`src/rtl/stk_pipe_al.sv`:
```
// Stack-line allocator: circular free-list FIFO, self-initialising after reset.
// Optional double-free detection bitmap enabled by defining STK_AL_DBLFREE_CHK_EN.
module stk_pipe_al #(
  parameter int LINES_N = 16
) (
  input  logic                       clk,
  input  logic                       rst,
  input  logic                       i_alloc,
  input  logic                       i_free,
  input  logic [$clog2(LINES_N)-1:0] i_free_ptr,
  output logic                       o_alloc_vld_r,
  output logic [$clog2(LINES_N)-1:0] o_alloc_ptr_r,
  output logic                       o_empty_r,
  output logic                       o_busy_r,
  output logic [$clog2(LINES_N):0]   o_free_cnt_r,
  output logic                       o_err_r
);
  localparam int PTR_W = $clog2(LINES_N);
  localparam logic [PTR_W:0]   FULL_CNT = (PTR_W+1)'(LINES_N);
  localparam logic [PTR_W-1:0] LAST_PTR = PTR_W'(LINES_N - 1);

  typedef enum logic {INIT, READY} state_t;

  state_t           state_q, state_d;
  logic [PTR_W-1:0] rd_q, rd_d, wr_q, wr_d;
  logic [PTR_W-1:0] ptr_q, ptr_d;
  logic [PTR_W:0]   cnt_q, cnt_d;
  logic             vld_q, vld_d;
  logic             empty_q, empty_d;
  logic             busy_q, busy_d;
  logic             err_q, err_d;

  logic [PTR_W-1:0] mem_q [LINES_N];
  logic             wr_en;
  logic [PTR_W-1:0] wr_data;
  logic [PTR_W-1:0] head;
  logic             ready, alloc_acc, free_acc, free_ok;

  assign head  = mem_q[rd_q];
  assign ready = (state_q == READY);

`ifdef STK_AL_DBLFREE_CHK_EN
  logic [LINES_N-1:0] map_q, map_d;

  // A free is legal only for a line currently handed out.
  assign free_ok = map_q[i_free_ptr];

  always_comb begin
    map_d = map_q;
    if (alloc_acc) map_d[head] = 1'b1;
    if (free_acc)  map_d[i_free_ptr] = 1'b0;
  end

  always_ff @(posedge clk) begin
    if (rst) map_q <= '0;
    else     map_q <= map_d;
  end
`else
  assign free_ok = 1'b1;
`endif

  assign alloc_acc = ready & i_alloc & ~empty_q;
  assign free_acc  = ready & i_free & (cnt_q < FULL_CNT) & free_ok;

  always_comb begin
    state_d = state_q;
    rd_d    = rd_q;
    wr_d    = wr_q;
    cnt_d   = cnt_q;
    ptr_d   = ptr_q;
    vld_d   = 1'b0;
    wr_en   = 1'b0;
    wr_data = i_free_ptr;
    if (state_q == INIT) begin
      // During init the write pointer doubles as the line index being seeded.
      wr_en   = 1'b1;
      wr_data = wr_q;
      wr_d    = wr_q + 1'b1;
      cnt_d   = cnt_q + 1'b1;
      if (wr_q == LAST_PTR) state_d = READY;
    end else begin
      if (alloc_acc) begin
        rd_d  = rd_q + 1'b1;
        ptr_d = head;
        vld_d = 1'b1;
      end
      if (free_acc) begin
        wr_en = 1'b1;
        wr_d  = wr_q + 1'b1;
      end
      if (alloc_acc && !free_acc)      cnt_d = cnt_q - 1'b1;
      else if (free_acc && !alloc_acc) cnt_d = cnt_q + 1'b1;
    end
    empty_d = (cnt_d == '0);
    busy_d  = (state_d == INIT);
    err_d   = err_q | (i_alloc & ~alloc_acc) | (i_free & ~free_acc);
  end

  always_ff @(posedge clk) begin
    if (rst) begin
      state_q <= INIT;
      rd_q    <= '0;
      wr_q    <= '0;
      cnt_q   <= '0;
      ptr_q   <= '0;
      vld_q   <= 1'b0;
      empty_q <= 1'b1;
      busy_q  <= 1'b1;
      err_q   <= 1'b0;
    end else begin
      state_q <= state_d;
      rd_q    <= rd_d;
      wr_q    <= wr_d;
      cnt_q   <= cnt_d;
      ptr_q   <= ptr_d;
      vld_q   <= vld_d;
      empty_q <= empty_d;
      busy_q  <= busy_d;
      err_q   <= err_d;
    end
  end

  always_ff @(posedge clk) begin
    if (wr_en) mem_q[wr_q] <= wr_data;
  end

  assign o_alloc_vld_r = vld_q;
  assign o_alloc_ptr_r = ptr_q;
  assign o_empty_r     = empty_q;
  assign o_busy_r      = busy_q;
  assign o_free_cnt_r  = cnt_q;
  assign o_err_r       = err_q;
endmodule

```
`config.mk`:
```
export PLATFORM = sky130hd
export DESIGN_NAME = stk_pipe_al
export DESIGN_NICKNAME = d
export VERILOG_FILES = /design/src/rtl/stk_pipe_al.sv
export SDC_FILE = /design/constraint.sdc
export NUM_CORES = 1
export LEC_CHECK = 0
export CAP_MARGIN = 20
export CORE_UTILIZATION = 45
export CTS_BUF_LIST = sky130_fd_sc_hd__clkbuf_2
export DETAILED_ROUTE_END_ITERATION = 16
export PLACE_DENSITY = 0.75
export SLEW_MARGIN = 30
export SYNTH_ARGS = -nofsm -noshare
export SYNTH_HDL_FRONTEND = slang
export SYNTH_SLANG_ARGS = --single-unit
```
`constraint.sdc`:
```
create_clock -name clk -period 1.65 [get_ports clk]
set_input_delay 0.33 -clock clk [delete_from_list [all_inputs] [get_ports clk]]
set_output_delay 0.33 -clock clk [all_outputs]
set_load 0.01 [all_outputs]
```
==> flow_summary.ini <==
[critical_path]
path_class = flop to flop
r2r_start = rd_q[0]
crit_path_max_fanout = 8
r2r_end = o_alloc_ptr_r[0]
reg2reg_setup_slack_ns = -0.006
path_buf_inv = 1
crit_path_top_delay_cell = mux4_2
slowest_delay_ns = 0.51
critPathArrivalTime_ns = 2.09
r2r_cells = 6
critPathRequiredTime_ns = 2.08
path_delay_family = multiplexers
end_kind = flop
crit_chain = clkbuf_16, mux4_2, a22oi_2, a21oi_2, a21oi_1, nor2_1
crit_path_start_kind = flop

[layout]
num_antenna_cells = 0
stdcell_count = 422
nets = 330
fill_cells = 644
drive_gt1_share_pct = 35.63
area_growth_syn_to_layout_pct = 20.55

[synthesis]
synth_edf_count = 64
synth_nets = 270
syn_area_sq_mm = 0.003709
synth_cells = 255
synth_compound_area_share_pct = 7.490
yosys.area_share.simple_pct = 8.839
synth_ff_type = edfxtp_1
synth_seq_cells = 86
synth_cell_type_count = 41
async_reset_ff_share_pct = 0
synthXorXnorAreaFrac_pct = 1.889
synth_top_family_by_area = multiplexers
synth.area.mux_share_pct = 11.94
syn-mean-instance-area_sq_um = 14.54
synth_seq_area_share_pct = 63.70
ys_warn_count = 0
synthAdderAreaFrac_pct = 2.362

[power_and_ir_drop]
peakVddDrop_mv = 0.3587
p_per_area_mw_per_mm2 = 849.6
p_leak_uw = 0.001616

[drt]
wl_per_cell_um = 17.92
drc = 0
drt_first_pass_iters = 5
viasPerCell = 5.519
first_iter_violations = 155
antenna_left = 0
vias = 2329
routed_wirelength_mm = 7.563

[sta]
fmax_mhz = 603.8
finalSetupViolCount = 1
period_minus_slack_ns = 1.656
tightest_slew_ns = 0.4571
post-route-period-util_pct = 100.4
maxSlewViolCount = 0
fin_ws_ns = -0.006278
relSlewSlack_pct = 69.46
hold_viol = 0
rsz0062_at_grt = yes
whs_ns = 0.4648
fin_worst_skew_ns = 0.02837
finalSetupTns_ns = -0.006278

[clock_network]
root_buffer = clkbuf_2
clk_latency_ns = 0.52
cts_hold_buf = 0
cts_buffers = 9
cts.sinks = 86
htree_levels = 3
cts_tree = built
clock_path_buffers = 2
path_clk_slew_ns = 0.25

[floorplan]
initial_core_util_pct = 47.26
io_pins = 21
fp.coreArea_sq_mm = 0.007848
core.rowCount = 32
die_w_um = 92.78
dieArea_sq_mm = 0.008608
die_h_um = 92.78

[hold_path]
hold_path_class = input port to flop
min_from = i_alloc
hold_path_end = o_err_r
worstHoldPathCells = 3

[global_route]
grt_pass1_vias = 2292
grt_overflow = 0
antenna_found_initial = 0
grt_max_degree = 20
grtUsageTotal_pct = 18.16
grt_pass1_wl_mm = 11.70

[placement]
placed_cells = 399
io_buffers = 20
gp_congestion = 0.9164
hpwl_mm = 4.791

[flow_run]
cap_violations = 0

[status]
violations = negative setup slack
outcome = finished with violations
-- synthesized netlist by cell type, types with 2 or more instances --
master | instances | area, sq um
edfxtp_1 | 64 | 1922
nor2_1 | 33 | 123.9
dfxtp_1 | 22 | 440.4
mux4_1 | 16 | 420.4
nand2_1 | 16 | 60.06
a21oi_1 | 13 | 65.06
a22oi_1 | 8 | 60.06
inv_1 | 8 | 30.03
ha_1 | 7 | 87.58
o21ai_0 | 6 | 30.03
buf_6 | 5 | 56.30
clkbuf_1 | 5 | 18.77
nor3_1 | 5 | 25.02
xor2_1 | 5 | 43.79
nand2b_1 | 3 | 18.77
nand3_1 | 3 | 15.01
nand4_1 | 3 | 18.77
nor2b_1 | 3 | 18.77
xnor2_1 | 3 | 26.28
a21oi_2 | 2 | 17.52
a31oi_1 | 2 | 12.51
buf_2 | 2 | 10.01
mux2_2 | 2 | 22.52
o211ai_1 | 2 | 15.01
-- worst register-to-register path, cell delays in order (launching register included) --
cell	delay, ns
dfxtp_4	0.47
clkbuf_16	0.18
mux4_2	0.51
a22oi_2	0.18
a21oi_2	0.07
a21oi_1	0.11
nor2_1	0.06
-- sequential cells by signal, summed over array words and instances, names as in the netlist --
signal,count
mem_q,64
o_free_cnt_r,5
o_alloc_ptr_r,4
rd_q,4
wr_q,4
o_alloc_vld_r,1
o_busy_r,1
o_empty_r,1
o_err_r,1
ready,1
-- cell usage in the layout (no fill, tap or decap), types with 4 or more instances in the layout --
cell | Yosys | layout
dfxtp_4 | 0 | 4
inv_1 | 8 | 8
dfxtp_2 | 0 | 9
a21oi_2 | 2 | 5
nand2_1 | 16 | 15
clkdlybuf4s50_1 | 0 | 7
clkbuf_2 | 1 | 9
buf_4 | 0 | 39
nor3_1 | 5 | 4
o21ai_0 | 6 | 6
a22oi_2 | 0 | 8
xor2_1 | 5 | 5
edfxtp_1 | 64 | 64
dlygate4sd2_1 | 0 | 12
a21oi_1 | 13 | 10
dfxtp_1 | 22 | 9
mux4_2 | 0 | 16
nor2_1 | 33 | 33
ha_1 | 7 | 5
-- stage by stage --
stage	total power, uW	cell area [sq um]	setup WS, ns	util (%)
floorplan	2615	3714	0.01325	-
global placement	2737	4227	-0.2687	53.86
detailed placement	2749	4227	-0.3488	53.86
CTS	3796	4375	-0.002040	55.76
global route	3947	4471	-0.05478	56.97
finish	3798	4471	-0.006278	56.97
-- final cells by class --
type / count / area (sq um) / area share, %
multi-input combinational: 147 / 1244 / 27.82
sequential: 86 / 2389 / 53.43
timing repair buffer: 63 / 563.0 / 12.59
clock inverter: 7 / 72.57 / 1.623
clock buffer: 9 / 45.04 / 1.008
tap: 102 / 127.6 / 2.855
inverter: 8 / 30.03 / 0.6717
-- timing repair --
| action | in CTS | in global routing |
|---|---|---|
| setup endpoints to repair | 18 | 11 |
| pin swaps | 0 | 10 |
| setup buffers | 5 | 0 |
| gates cloned | 0 | 2 |
| resized for setup | 40 | 28 |
-- worst max path at each step --
| stage | startpoint | end | cells past startpoint |
|---|---|---|---|
| finish | rd_q[0] | o_alloc_ptr_r[0] | 6 |
| global route | rd_q[0] | o_alloc_ptr_r[3] | 6 |
| CTS | rd_q[0] | o_alloc_ptr_r[2] | 6 |
| detailed placement | i_free | mem_q[3][3] | 5 |
| global placement | i_free | mem_q[15][3] | 6 |
| floorplan | ready | mem_q[0][0] | 3 |
-- report_power, final --
| part | internal [uW] | switching [uW] |
|---|---|---|
| Clock | 249 | 808 |
| Combinational | 143 | 174 |
| Sequential | 2390 | 33.7 |
| Total | 2780 | 1020 |
-- logic make-up (layout without fill, tap and decap cells) --
family | Yosys count | after routing
fa+ha+maj | 7 | 7
xor+xnor | 8 | 8
mux | 18 | 18
simple gates | 73 | 73
buf+inv | 22 | 87
flops | 86 | 86
compound gates | 41 | 41
-- routing by layer --
metal  vias up  track usage (%)  routed length (um)
met5         -                0                   0
met4         0            6.538                  99
met3         9            4.187                 453
met2       105            29.96                3748
met1      1134            23.44                3262
li1       1081                -                   -
Note: power is estimated with default switching activity, not from simulation.
